File: src/rtl/dds_multiwave.sv
// dds_multiwave: phase-accumulator DDS with saw/triangle/square/sine outputs.
// Define DDS_DITHER_EN to add LFSR dither ahead of phase truncation.
module dds_multiwave #(
  parameter int ACC_W   = 32,
  parameter int PHASE_W = 11,
  parameter int OUT_W   = 10,
  parameter int ROM_LAT = 1
) (
  input  logic               clk,
  input  logic               rst,
  input  logic               enable,
  input  logic               sync_clr,
  input  logic               cfg_valid,
  output logic               cfg_ready,
  input  logic [ACC_W-1:0]   cfg_freq,
  input  logic [PHASE_W-1:0] cfg_phase,
  input  logic [1:0]         cfg_mode,
  input  logic [PHASE_W-1:0] cfg_duty,
  output logic [PHASE_W-1:0] rom_addr,
  input  logic [OUT_W-1:0]   rom_data,
  output logic [OUT_W-1:0]   wave_out,
  output logic               wave_valid,
  output logic               wrap
);

  localparam int VL = 2 + ROM_LAT;

  logic [ACC_W-1:0]   acc;
  logic [ACC_W-1:0]   act_freq;
  logic [ACC_W-1:0]   sh_freq;
  logic [PHASE_W-1:0] act_phase;
  logic [PHASE_W-1:0] sh_phase;
  logic [PHASE_W-1:0] act_duty;
  logic [PHASE_W-1:0] sh_duty;
  logic [1:0]         act_mode;
  logic [1:0]         sh_mode;
  logic               pending;
  logic [ACC_W:0]     sum;
  logic               carry;
  logic               xfer;
  logic               apply;

  assign sum   = {1'b0, acc} + {1'b0, act_freq};
  assign carry = enable && !sync_clr && sum[ACC_W];
  assign xfer  = cfg_valid && !pending;
  // shadow only lands on a wrap, an idle cycle or a clear
  assign apply = pending && (sync_clr || !enable || carry);
  assign cfg_ready = !pending;

  always_ff @(posedge clk or posedge rst) begin
    if (rst) begin
      acc       <= '0;
      wrap      <= 1'b0;
      pending   <= 1'b0;
      act_freq  <= '0;
      act_phase <= '0;
      act_duty  <= '0;
      act_mode  <= 2'b00;
      sh_freq   <= '0;
      sh_phase  <= '0;
      sh_duty   <= '0;
      sh_mode   <= 2'b00;
    end else begin
      if (sync_clr)
        acc <= '0;
      else if (enable)
        acc <= sum[ACC_W-1:0];
      wrap <= carry;
      if (apply) begin
        act_freq  <= sh_freq;
        act_phase <= sh_phase;
        act_duty  <= sh_duty;
        act_mode  <= sh_mode;
      end
      if (xfer) begin
        sh_freq  <= cfg_freq;
        sh_phase <= cfg_phase;
        sh_duty  <= cfg_duty;
        sh_mode  <= cfg_mode;
      end
      pending <= xfer | (pending & ~apply);
    end
  end

  logic [PHASE_W-1:0] acc_hi;

`ifdef DDS_DITHER_EN
  localparam int TW = ACC_W - PHASE_W;
  localparam int DW = (TW < 16) ? TW : 16;
  logic [15:0]      lfsr;
  logic [ACC_W-1:0] acc_dith;

  always_ff @(posedge clk or posedge rst) begin
    if (rst)
      lfsr <= 16'hACE1;
    else if (enable)
      lfsr <= {lfsr[14:0], lfsr[15] ^ lfsr[13] ^ lfsr[12] ^ lfsr[10]};
  end

  assign acc_dith = acc + ACC_W'(lfsr[DW-1:0]);
  assign acc_hi   = acc_dith[ACC_W-1 -: PHASE_W];
`else
  assign acc_hi = acc[ACC_W-1 -: PHASE_W];
`endif

  logic [PHASE_W-1:0] phase_r;
  logic [PHASE_W-1:0] duty_r;
  logic [1:0]         mode_r;

  // mode and duty travel with the phase so a switch never mixes samples
  always_ff @(posedge clk or posedge rst) begin
    if (rst) begin
      phase_r <= '0;
      duty_r  <= '0;
      mode_r  <= 2'b00;
    end else begin
      phase_r <= acc_hi + act_phase;
      duty_r  <= act_duty;
      mode_r  <= act_mode;
    end
  end

  assign rom_addr = phase_r;

  logic [OUT_W-1:0] tri_t;
  logic [OUT_W-1:0] samp;
  logic             is_saw;
  logic             is_tri;
  logic             is_sqr;

  assign tri_t  = phase_r[PHASE_W-2 -: OUT_W];
  assign is_saw = (mode_r == 2'b00);
  assign is_tri = (mode_r == 2'b01);
  assign is_sqr = (mode_r == 2'b10);

  always_comb begin
    samp = '0;
    unique case (1'b1)
      is_saw:  samp = phase_r[PHASE_W-1 -: OUT_W];
      is_tri:  samp = phase_r[PHASE_W-1] ? ~tri_t : tri_t;
      is_sqr:  samp = {OUT_W{phase_r < duty_r}};
      default: samp = '0;
    endcase
  end

  logic [ROM_LAT-1:0][OUT_W-1:0] samp_d;
  logic [ROM_LAT-1:0]            sine_d;
  logic [VL-1:0]                 vld;

  // non-sine samples wait out the ROM latency
  always_ff @(posedge clk or posedge rst) begin
    if (rst) begin
      samp_d   <= '0;
      sine_d   <= '0;
      vld      <= '0;
      wave_out <= '0;
    end else begin
      samp_d[0] <= samp;
      sine_d[0] <= (mode_r == 2'b11);
      for (int i = 1; i < ROM_LAT; i++) begin
        samp_d[i] <= samp_d[i-1];
        sine_d[i] <= sine_d[i-1];
      end
      vld <= {vld[VL-2:0], enable};
      if (vld[VL-2])
        wave_out <= sine_d[ROM_LAT-1] ? rom_data : samp_d[ROM_LAT-1];
    end
  end

  assign wave_valid = vld[VL-1];

endmodule
File: config.mk
export PLATFORM = sky130hd
export DESIGN_NAME = dds_multiwave
export DESIGN_NICKNAME = d
export VERILOG_FILES = /design/src/rtl/dds_multiwave.sv
export SDC_FILE = /design/constraint.sdc
export NUM_CORES = 1
export LEC_CHECK = 0
export CELL_PAD_IN_SITES_DETAIL_PLACEMENT = 0
export CELL_PAD_IN_SITES_GLOBAL_PLACEMENT = 1
export CORE_ASPECT_RATIO = 0.8
export CORE_MARGIN = 2
export CORE_UTILIZATION = 48
export CTS_BUF_LIST = sky130_fd_sc_hd__clkbuf_8
export DETAILED_ROUTE_END_ITERATION = 6
export PLACE_DENSITY = 0.83
export SYNTH_ARGS = -nofsm -noshare
export SYNTH_HDL_FRONTEND = slang
export SYNTH_SLANG_ARGS = --single-unit
File: constraint.sdc
create_clock -name clk -period 7.4 [get_ports clk]
set_clock_uncertainty 0.1 [all_clocks]
set_input_delay 1.48 -clock clk [delete_from_list [all_inputs] [get_ports clk]]
set_output_delay 1.48 -clock clk [all_outputs]
set_load 0.02 [all_outputs]
# Word-level counts from Yosys, hierarchy flattened
# Index checks and enable logic that the tools add are counted.
# totals
input_bits	71
word_cells	44
out_inout_bits	24
regBits	194
# classes
n_lt_le_gt_ge	1
n_mux	5
n_eq_ne	3
addsub	2
bitwise	4
reduce_logical	11
# op_table
cell	n
$mux 32	2
$add 32x32->33	1
$pmux 10 s3	1
$mux 10	2
$add 11x11->11	1
$lt 11x11->1	1
$not 10->10	1
$eq 2x2->1 const B	2
$logic_and 1x1->1	4
$logic_not 1->1	3
$eq 2x1->1 const B	1
$logic_not 2->1	1
$logic_or 1x1->1	2
$reduce_bool 2->1	1
$and 1x1->1	1
$not 1->1	1
$or 1x1->1	1

# Longest topological paths before layout
# Gate-level depths: netlist of run 1.
# depth
depth_word	8
ltp_mapped	12
ltp_nobuf	10

# Worst setup path before layout of run 1
# OpenSTA, ideal clock, no wires.
# synth_timing
path_type	input to register
from	input enable
to	register act_duty[0]
arrival_ns	2.852
setup_time_ns	0.125
slack_ns	4.322
path_stages	7
required_ns	7.175
path_buffers	4
path_cell_list	clkbuf_1 -> nor2b_1 -> clkbuf_1 -> a31o_2 -> buf_6 -> buf_6 -> mux2_4
# synth_via
elab_chain_len	4
elab_cells_between_ends	6
cone_classes	6 x reduce/logical
# synth_rtl
element	line_no	source
from (decl)	11	input logic enable,
$logic_not 1->1 / $logic_and 1x1->1 (equally long branches)	47, 44	
$logic_or 1x1->1 / $logic_and 1x1->1 (equally long branches)	47, 44	
$logic_or 1x1->1 (*)	47	assign apply = pending && (sync_clr || !enable || carry);
$logic_and 1x1->1 (*)	47	
to (signal assigned)	72	act_duty <= sh_duty;
to (decl)	33	logic [PHASE_W-1:0] act_duty;
# Mark *: on every way between the ends. The rest lies on a longest branch, timed or not.
# A chain may end at the register's enable or synchronous reset.

# Final worst setup path of run 1
# layout_timing
from	input sync_clr
to	register act_phase[9]
# layout_via
elab_chain_len	5
elab_cells_between_ends	6
cone_classes	6 x reduce/logical
# layout_rtl
element	line_no	source
from (decl)	12	input logic sync_clr,
$logic_not 1->1	44	assign carry = enable && !sync_clr && sum[ACC_W];
$logic_and 1x1->1 (2 in series)	44	
$logic_or 1x1->1 (*)	47	
$logic_and 1x1->1 (*)	47	
to (signal assigned)	71	act_phase <= sh_phase;
to (decl)	31	logic [PHASE_W-1:0] act_phase;
# Marked as above.

==> impl_metrics.tcl, run 1 <==
set metrics [dict create \
    cp.required_ns 7.66 \
    die-area_mm2 0.0215 \
    critPathLaunch "sync_clr" \
    core_area_mm2 0.0199 \
    diodes 0 \
    criticalPathCategory "input port to flop" \
    firstDrtPassIters 5 \
    ys_ff_latch 194 \
    post-route-util_pct 56.8 \
    netlist.area_leader.share_pct 49.7 \
    maxCapViolCount 0 \
    cts_resized 0 \
    setup_tns_ns 0 \
    synthArstFlopShare_pct 100 \
    fin_crit_sh_pct 57.8 \
    hold_class "flop to flop" \
    power.switching_mw 1.99 \
    layout.nets 1048 \
    io_pins 95 \
    finalCriticalPeriod_ns 4.28 \
    overflow 0 \
    die_h_um 132 \
    p_comb_share_pct 49.2 \
    hold_violations 0 \
    power.share.switching_pct 40.2 \
    start_util_pct 49.1 \
    via_count 6441 \
    cp.depth 4 \
    yosysMostFrequentCell "dfrtp_1" \
    drc_errors 0 \
    cp_slowest_cell "a31o_4" \
    r2r_slack_ns 3.80 \
    antenna_found_initial 0 \
    grt_setup_unrepaired "no" \
    synth_seq_area_share_pct 49.7 \
    arrival_ns 4.54 \
    grt_util_all_layers_pct 19.3 \
    drive_gt1_share_pct 17.4 \
    grt_pass1_vias 6421 \
    ff2ff_path_depth 10 \
    synth-main-ff-cell "dfrtp_1" \
    avgViaCountPerCell 5.37 \
    holdWs_ns 0.257 \
    synth_area_per_cell_um2 11.6 \
    synthTopCellsByArea "dfrtp_1 (50%), mux2_2 (8.4%), ha_1 (6.7%)" \
    synth_edf_count 0 \
    worstPathMaxFanout 56 \
    power_frac_clock_pct 13.9 \
    setup_viol 0 \
    synth_common_cells "dfrtp_1 (194), mux2_2 (73), a21oi_1 (57)" \
    drtAntennaViolNets 0 \
    drv_slew 0 \
    syn2layout_area_growth_pct 15.7 \
    status "complete, no violations" \
    hold_path_startpoint "vld[0]" \
    ys_warn_count 0 \
    max_freq_mhz 234 \
    min_path_cells 0 \
    routedWlPerCell_um 16.3 \
    num_rows 46 \
    syn_area_mm2 0.00978 \
    cts-root-buf "clkbuf_8" \
    slew_headroom_pct 14.7 \
    crit_buf_inv 1 \
    yosysTopAreaCell "dfrtp_1" \
    grt_max_degree 149 \
    r2r_start "acc[0]" \
    hpwl_mm 13.8 \
    hold_buffers 0 \
    grt_pass1_wl_mm 33.1 \
    postSynthCellCount 842 \
    vdd.ir_drop.worst_v 0.000139 \
    synth.distinct_cells 63 \
    drt-initial-drc-count 302 \
    tritoncts "built" \
    worst_setup_path_end_kind "flop" \
    post_cts_buffers 0 \
    cts_sinks 194 \
    cts.htree.levels 4 \
    p_int_mw 2.97 \
    power_density_mw_per_mm2 439 \
    max_stage_delay_ns 0.97 \
    placed_area_mm2 0.0109 \
    postLayoutCellArea_mm2 0.0113 \
    clk_path_buf_depth 2 \
    cp-start-kind "input port" \
    worstSkewPairLatency_ns 0.47 \
    crit_family "compound AO/OA/AOI/OAI gates" \
    whs_endpoint "vld[1]" \
    synth_fp_nets 967 \
    worst_pin_slew_ns 1.28 \
    port_buffers 94 \
    clk_pin_slew_ns 0.10 \
    cts_made_buffers 17 \
    power.total_mw 4.96 \
    r2r_end "act_phase[9]" \
    crit_chain "clkdlybuf4s50_1 -> nor2b_1 -> a31o_4 -> mux2_2" \
    finalWeightedCongestion 0.904 \
    wl_mm 19.6 \
    fill_cells 1728 \
    fp.dieW_um 164 \
    p_leak_nw 5.04 \
    pwr-share-seq_pct 36.9 \
]
==> cells in the final DEF (no fill, tap or decap), types with 5 or more instances in the layout <==
| master | n |
|---|---|
| a211oi_1 | 5 |
| a21o_1 | 10 |
| a21oi_1 | 57 |
| and3_1 | 5 |
| clkbuf_8 | 18 |
| clkdlybuf4s50_1 | 94 |
| dfrtp_1 | 194 |
| ha_1 | 52 |
| inv_1 | 26 |
| mux2_2 | 73 |
| mux2_4 | 40 |
| mux2i_1 | 24 |
| nand2_1 | 56 |
| nand2b_1 | 6 |
| nand3_1 | 9 |
| nand4_1 | 11 |
| nor2_1 | 54 |
| nor2b_1 | 7 |
| nor3_1 | 10 |
| o211ai_1 | 8 |
| o21a_1 | 5 |
| o21ai_0 | 52 |
| o21ai_1 | 5 |
| or4_1 | 5 |
| xnor2_1 | 23 |
| xor2_1 | 17 |
==> worst max path at each step <==
stage	endpoint	slack, ns
after floorplan	acc[0]	0.54
after global placement	act_phase[9]	2.75
after detailed placement	act_duty[4]	2.62
after CTS	act_duty[4]	3.16
after global routing	act_phase[7]	2.95
final	act_phase[9]	3.12
==> final cells by class <==
| type | count | area, µm² | share of cell area [%] |
|---|---|---|---|
| Clock buffer | 18 | 248 | 2.19 |
| Clock inverter | 14 | 150 | 1.33 |
| Inverter | 27 | 109 | 0.962 |
| Multi-Input combinational cell | 586 | 4660 | 41.2 |
| Sequential cell | 194 | 4850 | 42.9 |
| Tap cell | 264 | 330 | 2.92 |
| Timing Repair Buffer | 97 | 963 | 8.51 |
==> sequential cells by signal, summed over array words and instances, names as in the netlist <==
register	flops
duty_r	11
mode_r	2
sine_d	1
wrap	1
sh_freq	32
act_freq	32
wave_out	10
sh_phase	11
pending	1
act_duty	11
sh_mode	2
vld	3
rom_addr	11
act_mode	2
act_phase	11
acc	32
sh_duty	11
samp_d	10
==> power by group through the flow <==
| stage | logic (mW) | registers (mW) | clock network, mW |
|---|---|---|---|
| after floorplan | 1.90 | 1.77 | 0 |
| after global placement | 2.38 | 1.84 | 0 |
| after detailed placement | 2.42 | 1.86 | 0 |
| after CTS | 2.44 | 1.84 | 0.714 |
| after global routing | 2.74 | 1.90 | 0.748 |
| final | 2.44 | 1.83 | 0.690 |
==> kinds of logic (layout without fill, tap and decap cells) <==
| family | after synthesis | after routing | share of synthesized area [%] |
|---|---|---|---|
| buf+inv | 62 | 156 | 2.84 |
| compound gates | 175 | 175 | 11.0 |
| fa+ha+maj | 54 | 54 | 7.07 |
| flops | 194 | 194 | 49.7 |
| simple gates | 180 | 180 | 8.79 |
| mux | 137 | 137 | 17.0 |
| xor+xnor | 40 | 40 | 3.58 |
==> layer usage <==
metal  up-vias  part of all wire, %  global-route usage [%]
met3        14                  4.5                    3.79
met2       127                   41                    27.2
li1       3179                    -                       -
met5         -                    0                       0
met1      3121                   53                    30.3
met4         0                  1.1                    4.63
==> through the flow <==
| stage | setup WS [ns] | instances |
|---|---|---|
| 6_report | 3.12 | 1200 |
| 3_5_place_dp | 2.62 | 1168 |
| 3_3_place_gp | 2.75 | 1168 |
| 5_1_grt | 2.95 | 1200 |
| 2_1_floorplan | 0.536 | 842 |
| 4_1_cts | 3.16 | 1200 |
(Power assumes the default switching activity.)
==> run 2, diff against run 1 <==
CORE_UTILIZATION = 43   (was 48)
PLACE_DENSITY = 0.78   (was 0.83)
clock period = 3.9 ns   (was 7.4 ns; I/O delays follow)
==> run 2 against run 1 <==
Clock-buffer cell count is 1 lower. Combinational power grew 89%. Largest power group unchanged. Register-to-register slack got worse by 3.2 ns. First-iteration DRC count grew 37%. Sequential power grew 91%. Critical path type is now flop to flop. Power rose by 89%. Hold slack improved by 0.0019 ns. Die area is 11% higher. Worst setup slack got worse by 2.5 ns.
==> impl_metrics.tcl, run 2 (synthesis results as in run 1) <==
set metrics [dict create \
    status "complete, no violations" \
    clk_pin_slew_ns 0.11 \
    antenna_found_initial 0 \
    cts-root-buf "clkbuf_8" \
    cts_made_buffers 17 \
    setup_viol 0 \
    die_h_um 139 \
    p_leak_nw 5.10 \
    hpwl_mm 14.4 \
    grt_util_all_layers_pct 17.5 \
    cts.htree.levels 4 \
    cts_sinks 194 \
    cp-start-kind "flop" \
    grt_max_degree 62 \
    power_density_mw_per_mm2 817 \
    clk_path_buf_depth 2 \
    layout.nets 1057 \
    cp_slowest_cell "a31o_4" \
    cts_resized 0 \
    final_common_cell "dfrtp_1" \
    core_area_mm2 0.0224 \
    drive_gt1_share_pct 18.1 \
    ff2ff_path_depth 11 \
    firstDrtPassIters 5 \
    avgViaCountPerCell 5.16 \
    via_count 6450 \
    worst_pin_slew_ns 0.769 \
    io_pins 95 \
    power.total_mw 9.37 \
    drtAntennaViolNets 0 \
    worstPathMaxFanout 29 \
    r2r_end "act_phase[5]" \
    finalCriticalPeriod_ns 3.32 \
    port_buffers 94 \
    p_comb_share_pct 49.3 \
    start_util_pct 43.7 \
    grt_setup_unrepaired "no" \
    finalWeightedCongestion 0.855 \
    routedWlPerCell_um 16.0 \
    slew_headroom_pct 48.7 \
    pwr-share-seq_pct 37.2 \
    setup_tns_ns 0 \
    num_rows 49 \
    syn2layout_area_growth_pct 17.3 \
    critPathLaunch "acc[0]" \
    overflow 0 \
    final_cell_mix "dfrtp_1 (194), clkdlybuf4s50_1 (94), mux2_2 (73)" \
    dp_slack_ns 0.581 \
    max_freq_mhz 301 \
    vdd.ir_drop.worst_v 0.000289 \
    hold_buffers 0 \
    drc_errors 0 \
    power.share.switching_pct 40.5 \
    maxCapViolCount 0 \
    fp.dieW_um 173 \
    worst_setup_path_end_kind "flop" \
    cp.required_ns 4.16 \
    max_stage_delay_ns 0.45 \
    wl_mm 20.1 \
    power.switching_mw 3.80 \
    postLayoutCellArea_mm2 0.0115 \
    arrival_ns 3.58 \
    post_cts_buffers 0 \
    postLayoutSetupSlackWorst_ns 0.575 \
    placed_area_mm2 0.0111 \
    grt_pass1_vias 6213 \
    crit_end "act_phase[5]" \
    drt-initial-drc-count 413 \
    hold_violations 0 \
    reg_top3 "acc: 32 flops, act_freq: 32 flops, sh_freq: 32 flops" \
    die-area_mm2 0.0240 \
    criticalPathCategory "flop to flop" \
    r2r_start "acc[0]" \
    tritoncts "built" \
    crit_chain "ha_1 -> inv_1 -> fa_1 -> nor2b_1 -> o31a_2 -> o21ai_1 -> o2111ai_2 -> nand4_1 -> a31o_4 -> buf_12 -> mux2_2" \
    diodes 0 \
    fin_crit_sh_pct 85.2 \
    drv_slew 0 \
    worstSkewPairLatency_ns 0.47 \
    r2r_slack_ns 0.58 \
    grt_pass1_wl_mm 33.6 \
    p_int_mw 5.58 \
    hold_class "flop to flop" \
    power_frac_clock_pct 13.5 \
]
run 2: cell count changes in the layout (fill, tap and decap cells not counted), sizes merged:
cell	before	now
buf	3	12
clkinv	5	9
clkinvlp	4	2
bufinv	1	0
clkbuf	18	17
run 2: layout make-up:
class                   instances  area [µm²]
clock buffers                  17         234
clock inverters                15         148
fillers                      1997       10900
inverters                      27         105
multi-input cells             586        4660
flip-flops and latches        194        4850
well taps                     306         383
repair buffers                106        1080
run 2: metrics by stage:
| step | hold slack [ns] | instances | utilization, % |
|---|---|---|---|
| after global routing | 0.272 | 1251 | 51.2 |
| after detailed placement | 0.236 | 1219 | 49.5 |
| after floorplan | 0.231 | 842 | - |
| after CTS | 0.261 | 1251 | 51.2 |
| after global placement | 0.234 | 1219 | 49.5 |
| final | 0.259 | 1251 | 51.2 |
run 2: critical path, delay by kind of cell (launching register included):
kind / cells / cell delay, ns
compound gates: 4 / 1.27
fa+ha+maj: 2 / 0.44
flops: 1 / 0.40
mux: 1 / 0.37
buf+inv: 2 / 0.35
simple gates: 2 / 0.26
run 2: layer usage:
metal,vias to the layer above,GRT usage [%],part of all wire (%)
met4,0,4.63,1.3
met5,-,0,0
met2,121,23.7,40
li1,3194,-,-
met1,3118,28.2,55
met3,17,3.32,3.9
run 2: power by group through the flow:
stage	Sequential [mW]	Clock, mW	Combinational, mW
floorplan	3.35	0	3.60
finish	3.49	1.26	4.62
detailed placement	3.54	0	4.60
CTS	3.50	1.30	4.63
global placement	3.52	0	4.55
global route	3.60	1.39	5.17
run 2: worst min path at each step:
stage | startpoint | endpoint | slack (ns) | cells after the start
after floorplan | vld[0] | vld[1] | 0.23 | 0
after global placement | vld[0] | vld[1] | 0.23 | 0
after detailed placement | vld[0] | vld[1] | 0.24 | 0
after CTS | vld[0] | vld[1] | 0.26 | 0
after global routing | vld[0] | vld[1] | 0.27 | 0
final | vld[0] | vld[1] | 0.26 | 0
